--- src/rtl/wisc_pkg.sv ---
// Shared types and constants for the WISC pipeline.
// Used by the fetch stage and its IF/ID register.
package wisc_pkg;

    typedef logic [15:0] word_t;

    localparam word_t      NOP_INSTR = 16'h0800;
    localparam word_t      RESET_PC  = 16'h0000;
    localparam logic [4:0] OP_HALT   = 5'b00000;

    typedef enum logic [1:0] {
        StFetch,
        StHold,
        StDrop,
        StHalt
    } fetch_state_t;

    typedef struct packed {
        word_t instr;
        word_t pc_inc;
        logic  valid;
    } ifid_t;

endpackage

--- src/rtl/ifid_reg.sv ---
// IF/ID pipeline register: instruction, PC+2 and valid bit.
// Control priority is reset > flush > hold > load; with no control asserted it keeps its value.
module ifid_reg
    import wisc_pkg::*;
#(
    parameter word_t NopInstr = NOP_INSTR
) (
    input  logic  clk_i,
    input  logic  rst_i,
    input  logic  load_i,
    input  logic  flush_i,
    input  logic  hold_i,
    input  word_t instr_i,
    input  word_t pc_inc_i,
    output word_t instr_o,
    output word_t pc_inc_o,
    output logic  valid_o
);

    localparam ifid_t Bubble = '{instr: NopInstr, pc_inc: 16'h0000, valid: 1'b0};

    ifid_t ifid_q, ifid_d;

    always_comb begin
        ifid_d = ifid_q;
        if (flush_i) begin
            ifid_d = Bubble;
        end else if (hold_i) begin
            ifid_d = ifid_q;
        end else if (load_i) begin
            ifid_d = '{instr: instr_i, pc_inc: pc_inc_i, valid: 1'b1};
        end
    end

    always_ff @(posedge clk_i) begin
        if (rst_i) begin
            ifid_q <= Bubble;
        end else begin
            ifid_q <= ifid_d;
        end
    end

    assign instr_o  = ifid_q.instr;
    assign pc_inc_o = ifid_q.pc_inc;
    assign valid_o  = ifid_q.valid;

endmodule

--- src/rtl/fetch_stage.sv ---
// WISC instruction-fetch stage: PC, multi-cycle imem handshake and IF/ID load.
// Handles decode stalls, downstream redirects and halt.
module fetch_stage
    import wisc_pkg::*;
#(
    parameter word_t ResetPc  = RESET_PC,
    parameter word_t NopInstr = NOP_INSTR
) (
    input  logic        clk_i,
    input  logic        rst_i,
    output logic [15:0] imem_addr_o,
    output logic        imem_rd_o,
    input  logic [15:0] imem_rdata_i,
    input  logic        imem_done_i,
    input  logic        haz_stall_i,
    input  logic        halt_id_i,
    input  logic        redirect_i,
    input  logic [15:0] redirect_pc_i,
    output logic [15:0] ifid_instr_o,
    output logic [15:0] ifid_pc_inc_o,
    output logic        ifid_valid_o,
    output logic        fetch_busy_o
);

    fetch_state_t state_q, state_d;
    word_t        pc_q, pc_d;
    word_t        pend_q, pend_d;
    word_t        tgt_q, tgt_d;
    logic         drop_halt_q, drop_halt_d;

    logic  req_open;
    logic  ifid_load, ifid_flush, ifid_hold;
    word_t ifid_instr_d, ifid_pc_inc_d;
    word_t pc_inc;

    assign pc_inc   = pc_q + 16'd2;
    assign req_open = (state_q == StFetch) || (state_q == StDrop);

    // Request outputs depend only on state and pc; reset gates them off.
    assign imem_addr_o  = pc_q;
    assign imem_rd_o    = req_open && !rst_i;
    assign fetch_busy_o = !rst_i &&
                          (((state_q == StFetch) && !imem_done_i) || (state_q == StDrop));

    always_comb begin
        state_d       = state_q;
        pc_d          = pc_q;
        pend_d        = pend_q;
        tgt_d         = tgt_q;
        drop_halt_d   = drop_halt_q;
        ifid_load     = 1'b0;
        ifid_flush    = 1'b0;
        ifid_hold     = 1'b0;
        ifid_instr_d  = imem_rdata_i;
        ifid_pc_inc_d = pc_inc;

        if (redirect_i) begin
            ifid_flush = 1'b1;
            pend_d     = NopInstr;
            if (req_open && !imem_done_i) begin
                // Open request must complete before the new address can be issued.
                tgt_d       = redirect_pc_i;
                drop_halt_d = 1'b0;
                state_d     = StDrop;
            end else begin
                pc_d    = redirect_pc_i;
                state_d = StFetch;
            end
        end else if (halt_id_i) begin
            ifid_flush = 1'b1;
            pend_d     = NopInstr;
            if (req_open && !imem_done_i) begin
                drop_halt_d = 1'b1;
                state_d     = StDrop;
            end else begin
                state_d = StHalt;
            end
        end else begin
            unique case (state_q)
                StFetch: begin
                    if (imem_done_i) begin
                        pc_d = pc_inc;
                        if (haz_stall_i) begin
                            pend_d    = imem_rdata_i;
                            ifid_hold = 1'b1;
                            state_d   = StHold;
                        end else begin
                            ifid_load = 1'b1;
                        end
                    end else if (haz_stall_i) begin
                        ifid_hold = 1'b1;
                    end else begin
                        ifid_flush = 1'b1;
                    end
                end
                StHold: begin
                    // pc already advanced past the pended word, so it is that word's PC+2.
                    ifid_instr_d  = pend_q;
                    ifid_pc_inc_d = pc_q;
                    if (haz_stall_i) begin
                        ifid_hold = 1'b1;
                    end else begin
                        ifid_load = 1'b1;
                        state_d   = StFetch;
                    end
                end
                StDrop: begin
                    if (haz_stall_i) begin
                        ifid_hold = 1'b1;
                    end else begin
                        ifid_flush = 1'b1;
                    end
                    if (imem_done_i) begin
                        if (drop_halt_q) begin
                            state_d = StHalt;
                        end else begin
                            pc_d    = tgt_q;
                            state_d = StFetch;
                        end
                    end
                end
                StHalt: begin
                    ifid_flush = 1'b1;
                end
                default: begin
                    state_d = StFetch;
                end
            endcase
        end
    end

    always_ff @(posedge clk_i) begin
        if (rst_i) begin
            state_q     <= StFetch;
            pc_q        <= ResetPc;
            pend_q      <= NopInstr;
            tgt_q       <= ResetPc;
            drop_halt_q <= 1'b0;
        end else begin
            state_q     <= state_d;
            pc_q        <= pc_d;
            pend_q      <= pend_d;
            tgt_q       <= tgt_d;
            drop_halt_q <= drop_halt_d;
        end
    end

    ifid_reg #(
        .NopInstr (NopInstr)
    ) u_ifid_reg (
        .clk_i    (clk_i),
        .rst_i    (rst_i),
        .load_i   (ifid_load),
        .flush_i  (ifid_flush),
        .hold_i   (ifid_hold),
        .instr_i  (ifid_instr_d),
        .pc_inc_i (ifid_pc_inc_d),
        .instr_o  (ifid_instr_o),
        .pc_inc_o (ifid_pc_inc_o),
        .valid_o  (ifid_valid_o)
    );

endmodule

--- config.mk ---
export PLATFORM = sky130hd
export DESIGN_NAME = fetch_stage
export DESIGN_NICKNAME = d
export VERILOG_FILES = /design/src/rtl/wisc_pkg.sv /design/src/rtl/ifid_reg.sv /design/src/rtl/fetch_stage.sv
export SDC_FILE = /design/constraint.sdc
export NUM_CORES = 1
export LEC_CHECK = 0
export ABC_CLOCK_PERIOD_IN_PS = 2400
export CAP_MARGIN = 30
export CORE_MARGIN = 2
export CORE_UTILIZATION = 51
export CTS_CLUSTER_DIAMETER = 60
export CTS_CLUSTER_SIZE = 8
export DETAILED_ROUTE_END_ITERATION = 8
export GPL_TIMING_DRIVEN = 0
export PLACE_DENSITY = 0.84
export SLEW_MARGIN = 20
export SYNTH_ARGS = -nofsm -noshare
export SYNTH_HDL_FRONTEND = slang
export SYNTH_SLANG_ARGS = --single-unit
--- constraint.sdc ---
create_clock -name clk_i -period 2.4 [get_ports clk_i]
set_clock_uncertainty 0.15 [all_clocks]
set_input_delay 0.48 -clock clk_i [delete_from_list [all_inputs] [get_ports clk_i]]
set_output_delay 0.48 -clock clk_i [all_outputs]
set_load 0.01 [all_outputs]
==> results.md <==
STA:
- The final period utilization is 97.4%.
- Setup violations remaining at the end of the flow were counted as 0.
- The total count of max-transition violations in the final report is 0.
- The number of hold violations in the final report came to 0.
- Timing would allow up to 428 MHz.
- At the pin with the least slew margin, the transition time is 0.527 ns.
- The post-route minimum period is 2.34 ns.
- Headroom to the max-slew limit came out at 64.8%.

Route:
- The routed length per placed instance is 15.7 um.
- The via count normalized by instance count is 5.69.
- In this run, the number of DRC markers left after iteration 0 of detailed routing was 307.
- Once detail routing completed, the nets flagged for antenna violations numbered 0.
- For this block, the routed nets add up to 11300 um of wire.
- The detailed-route DRC error count is 0.
- Across all layers, the routed design uses 4087 vias.
- The first detailed-routing pass took 5 iterations.

Power:
- In this run the power spent charging and discharging nets is 0.917 mW.
- Dividing total power by cell area gives a power density of 559 nW/um^2.
- The sequential share of power is 50.1%.
- The reported leakage power is 1.86 nW.
- The share of power burned in combinational logic is 19.0%.
- Per report_power, the clock group accounts for 30.9% of the total.
- The fraction of power spent switching nets is 30.4%.
- The worst vdd rail ir drop is 0.333 mV.
- Summing internal, switching and leakage power gives 3.01 mW.
- The internal power contribution is 2.10 mW.

Clock tree:
- After clock tree synthesis, the clock-pin slew on the worst setup and hold paths is 0.08 ns.
- The clock net in this run drives a total of 84 sinks.
- The maximum count of clock buffers along a single path is 2.
- The cell sitting at the root of the clock tree is a sky130_fd_sc_hd__clkbuf_8.
- CTS built an H-tree with a depth of 3.
- TritonCTS built the clock tree.
- Clock tree synthesis inserted a total of 9 buffers.
- The clock insertion delay at the later pin of the skew report is 0.35 ns.

Floorplan:
- The die covers 8970 sq um.
- The top-level I/O count is 89.
- Measured along the x axis, the die boundary spans 94.7 um.
- The die is 94.7 um tall.
- The total number of placement rows is 33.
- The placeable core area is 8090 sq um.
- The starting density of the core is 51.9%.

Setup path:
- The nature of the critical path startpoint is a flop.
- The setup path with the least slack is of type reg -> out.
- Along the worst path, the maximum fanout reaches 10.
- Data on the critical path arrives at its endpoint at 1.71 ns.
- The worst setup path is captured at an output port.
- Data on the critical path is required at its endpoint by 1.77 ns.
- The number of cells traversed by the worst register-to-register path is 7.

Flow run:
- The max capacitance violation total is 0.

Worst hold path:
- Along the worst hold path, the cell count comes to 3.
- The min-delay analysis places its worst path in the category in -> reg.

Layout:
- The diode insertion count for antenna repair is 0.
- The net total in the final layout is 652.
- From synthesis to final layout, the design area changed by 28.5%.
- The final core area utilization is 66.6%.
- The post-route netlist has 12.2% of its cells at a drive strength greater than 1.
- The number of fill cells in the layout is 709.

Synth:
- The synthesized netlist occupies a cell area of 4200 sq um.
- The number of standard cells after synthesis is 511.
- The synthesized design contains 0 enable-type register cells.
- The register area share after synthesis is 40.1%.
- In this run, synthesis produced a sequential element count of 84.
- The main flop type after synthesis is sky130_fd_sc_hd__dfxtp_1.
- Ranked by total cell area, the synthesized netlist is headed by sky130_fd_sc_hd__dfxtp_1 40%, sky130_fd_sc_hd__nand2_1 11%, sky130_fd_sc_hd__nor2_1 5.4%, sky130_fd_sc_hd__a21oi_1 5.2%, sky130_fd_sc_hd__a311oi_1 4.2%.
- In the synthesized netlist the async set-or-reset flop fraction comes to 0%.
- The yosys synthesis warning count is 0.
- The unique cell type count in the Yosys netlist is 57.
- When the netlist entered floorplanning its net count stood at 555.
- After synthesis, the mean cell area works out to 8.21 sq um.
- The biggest area contributor in the post-synthesis netlist is sky130_fd_sc_hd__dfxtp_1.
- The share of synthesized area in the top cell type comes to 40.1%.

Place:
- The placer congestion estimate is 0.897.
- The sum of net half-perimeters after detailed placement is 8350 um.
- During placement, the flow inserted port buffers numbering 84.

GRT:
- The number of global-route vias before repair is 3702.
- The initial antenna violation count was 0.
- The global-route total usage across every layer is 25.3%.
- The first global-routing pass estimated 18000 um of wire.
- Entering global routing, the biggest net connects 16 pins.
- After global routing the overflow that remains totals 0.

Outcome:
- The run finished with clean final reports.
layout by cell type (no fill, tap or decap), types with 3 or more instances in the layout:
master                              n
sky130_fd_sc_hd__nand2_1          120
sky130_fd_sc_hd__ha_1               5
sky130_fd_sc_hd__o221ai_1           5
sky130_fd_sc_hd__o221a_2            3
sky130_fd_sc_hd__buf_4              7
sky130_fd_sc_hd__and3_1             3
sky130_fd_sc_hd__o21ai_0           15
sky130_fd_sc_hd__clkbuf_8          10
sky130_fd_sc_hd__mux2i_1            8
sky130_fd_sc_hd__a211oi_1          14
sky130_fd_sc_hd__nand2b_1           4
sky130_fd_sc_hd__a211oi_2           4
sky130_fd_sc_hd__nand4_1            3
sky130_fd_sc_hd__a21o_1             3
sky130_fd_sc_hd__dfxtp_1           83
sky130_fd_sc_hd__nand3_1            9
sky130_fd_sc_hd__clkdlybuf4s50_1   82
sky130_fd_sc_hd__nor2_1            59
sky130_fd_sc_hd__xnor2_1           13
sky130_fd_sc_hd__nor2b_1            7
sky130_fd_sc_hd__clkbuf_2           3
sky130_fd_sc_hd__buf_6              8
sky130_fd_sc_hd__inv_1              3
sky130_fd_sc_hd__clkbuf_1          13
sky130_fd_sc_hd__a21oi_1           44
sky130_fd_sc_hd__a22o_1             3
sky130_fd_sc_hd__a311oi_1          20
sky130_fd_sc_hd__buf_2              6
worst max-delay path: stages, from the launching register on:
cell	delay, ns
sky130_fd_sc_hd__dfxtp_4	0.37
sky130_fd_sc_hd__inv_1	0.09
sky130_fd_sc_hd__ha_2	0.24
sky130_fd_sc_hd__buf_6	0.17
sky130_fd_sc_hd__nor2_4	0.07
sky130_fd_sc_hd__a211oi_2	0.17
sky130_fd_sc_hd__clkdlybuf4s15_2	0.25
per-layer routing:
layer | track usage (%) | share of wire, % | vias up
li1 | - | - | 1978
met1 | 34.3 | 44 | 1934
met2 | 41.7 | 48 | 156
met3 | 3.35 | 6.1 | 19
met4 | 8.21 | 1.6 | 0
met5 | 0 | 0 | -
registers in the layout, indices dropped and copies added, names as in the netlist:
| register | flops |
|---|---|
| tgt_q | 16 |
| drop_halt_q | 1 |
| u_ifid_reg.valid_o | 1 |
| u_ifid_reg.instr_o | 16 |
| state_q | 2 |
| u_ifid_reg.pc_inc_o | 16 |
| pend_q | 16 |
| imem_addr_o | 16 |
power by group through the flow:
stage	registers (mW)	logic [mW]	clock network, mW
5_1_grt	1.52	0.620	0.991
4_1_cts	1.51	0.561	0.931
6_report	1.51	0.572	0.932
3_5_place_dp	1.54	0.555	0
3_3_place_gp	1.54	0.543	0
2_1_floorplan	1.54	0.329	0
synthesized netlist by cell type, types with 3 or more instances:
| master | count |
|---|---|
| sky130_fd_sc_hd__buf_6 | 7 |
| sky130_fd_sc_hd__nand2_1 | 120 |
| sky130_fd_sc_hd__o221ai_1 | 5 |
| sky130_fd_sc_hd__buf_2 | 7 |
| sky130_fd_sc_hd__nand3_1 | 9 |
| sky130_fd_sc_hd__a311oi_1 | 20 |
| sky130_fd_sc_hd__mux2i_1 | 8 |
| sky130_fd_sc_hd__a211oi_2 | 3 |
| sky130_fd_sc_hd__clkbuf_1 | 17 |
| sky130_fd_sc_hd__xnor2_1 | 13 |
| sky130_fd_sc_hd__nand2b_1 | 4 |
| sky130_fd_sc_hd__o221a_2 | 3 |
| sky130_fd_sc_hd__nor2_1 | 60 |
| sky130_fd_sc_hd__a21o_1 | 3 |
| sky130_fd_sc_hd__o21ai_0 | 15 |
| sky130_fd_sc_hd__and3_1 | 3 |
| sky130_fd_sc_hd__buf_4 | 4 |
| sky130_fd_sc_hd__a22o_1 | 3 |
| sky130_fd_sc_hd__a21oi_1 | 44 |
| sky130_fd_sc_hd__a211oi_1 | 15 |
| sky130_fd_sc_hd__nand4_1 | 3 |
| sky130_fd_sc_hd__ha_1 | 6 |
| sky130_fd_sc_hd__inv_1 | 4 |
| sky130_fd_sc_hd__nor2b_1 | 7 |
| sky130_fd_sc_hd__dfxtp_1 | 84 |
path summary, 6_finish.rpt:
| kind | start | end | slack (ns) |
|---|---|---|---|
| worst min register to register | tgt_q[11] | tgt_q[11] | 0.31 |
| worst max-delay path | state_q[0] | fetch_busy_o | 0.06 |
| worst max register to register | state_q[1] | imem_addr_o[11] | 0.14 |
| worst min-delay path | halt_id_i | pend_q[11] | 0.28 |
kinds of logic after synthesis:
kind of cell,after synthesis,synth area share (%)
simple gates,225,24.7
compound gates,131,22.2
flops,84,40.1
buf+inv,42,6.17
xor+xnor,15,3.13
mux,8,1.91
fa+ha+maj,6,1.79
through the flow:
stage	TNS [ns]	hold slack [ns]	cell area, sq um	worst slack, ns	cells
floorplan	0	0.282	4200	0.397	511
global placement	-0.918	0.288	5170	-0.148	700
detailed placement	-1.21	0.298	5170	-0.140	700
CTS	0	0.272	5360	0.00538	715
global route	-0.0165	0.299	5390	-0.00858	718
finish	0	0.279	5390	0.0620	718
repair_timing:
action | 4_1_cts | 5_1_grt
hold buffers | 0 | 0
endpoints found under the hold margin | 0 | 0
setup buffers | 0 | 3
gates resized for setup | 11 | 8
pin swaps | 0 | 1
setup endpoints to repair | 2 | 17
cell type report:
type                       count  area, sq um  share of cell area [%]
buffer                        36          246                    4.57
clock buffer                   9          124                    2.30
clock inverter                 7         51.3                   0.951
inverter                       5         18.8                   0.348
multi-input combinational    385         2270                    42.1
sequential                    84         1690                    31.3
tap                          105          131                    2.44
timing repair buffer          87          863                    16.0
(Power assumes the default switching activity.)
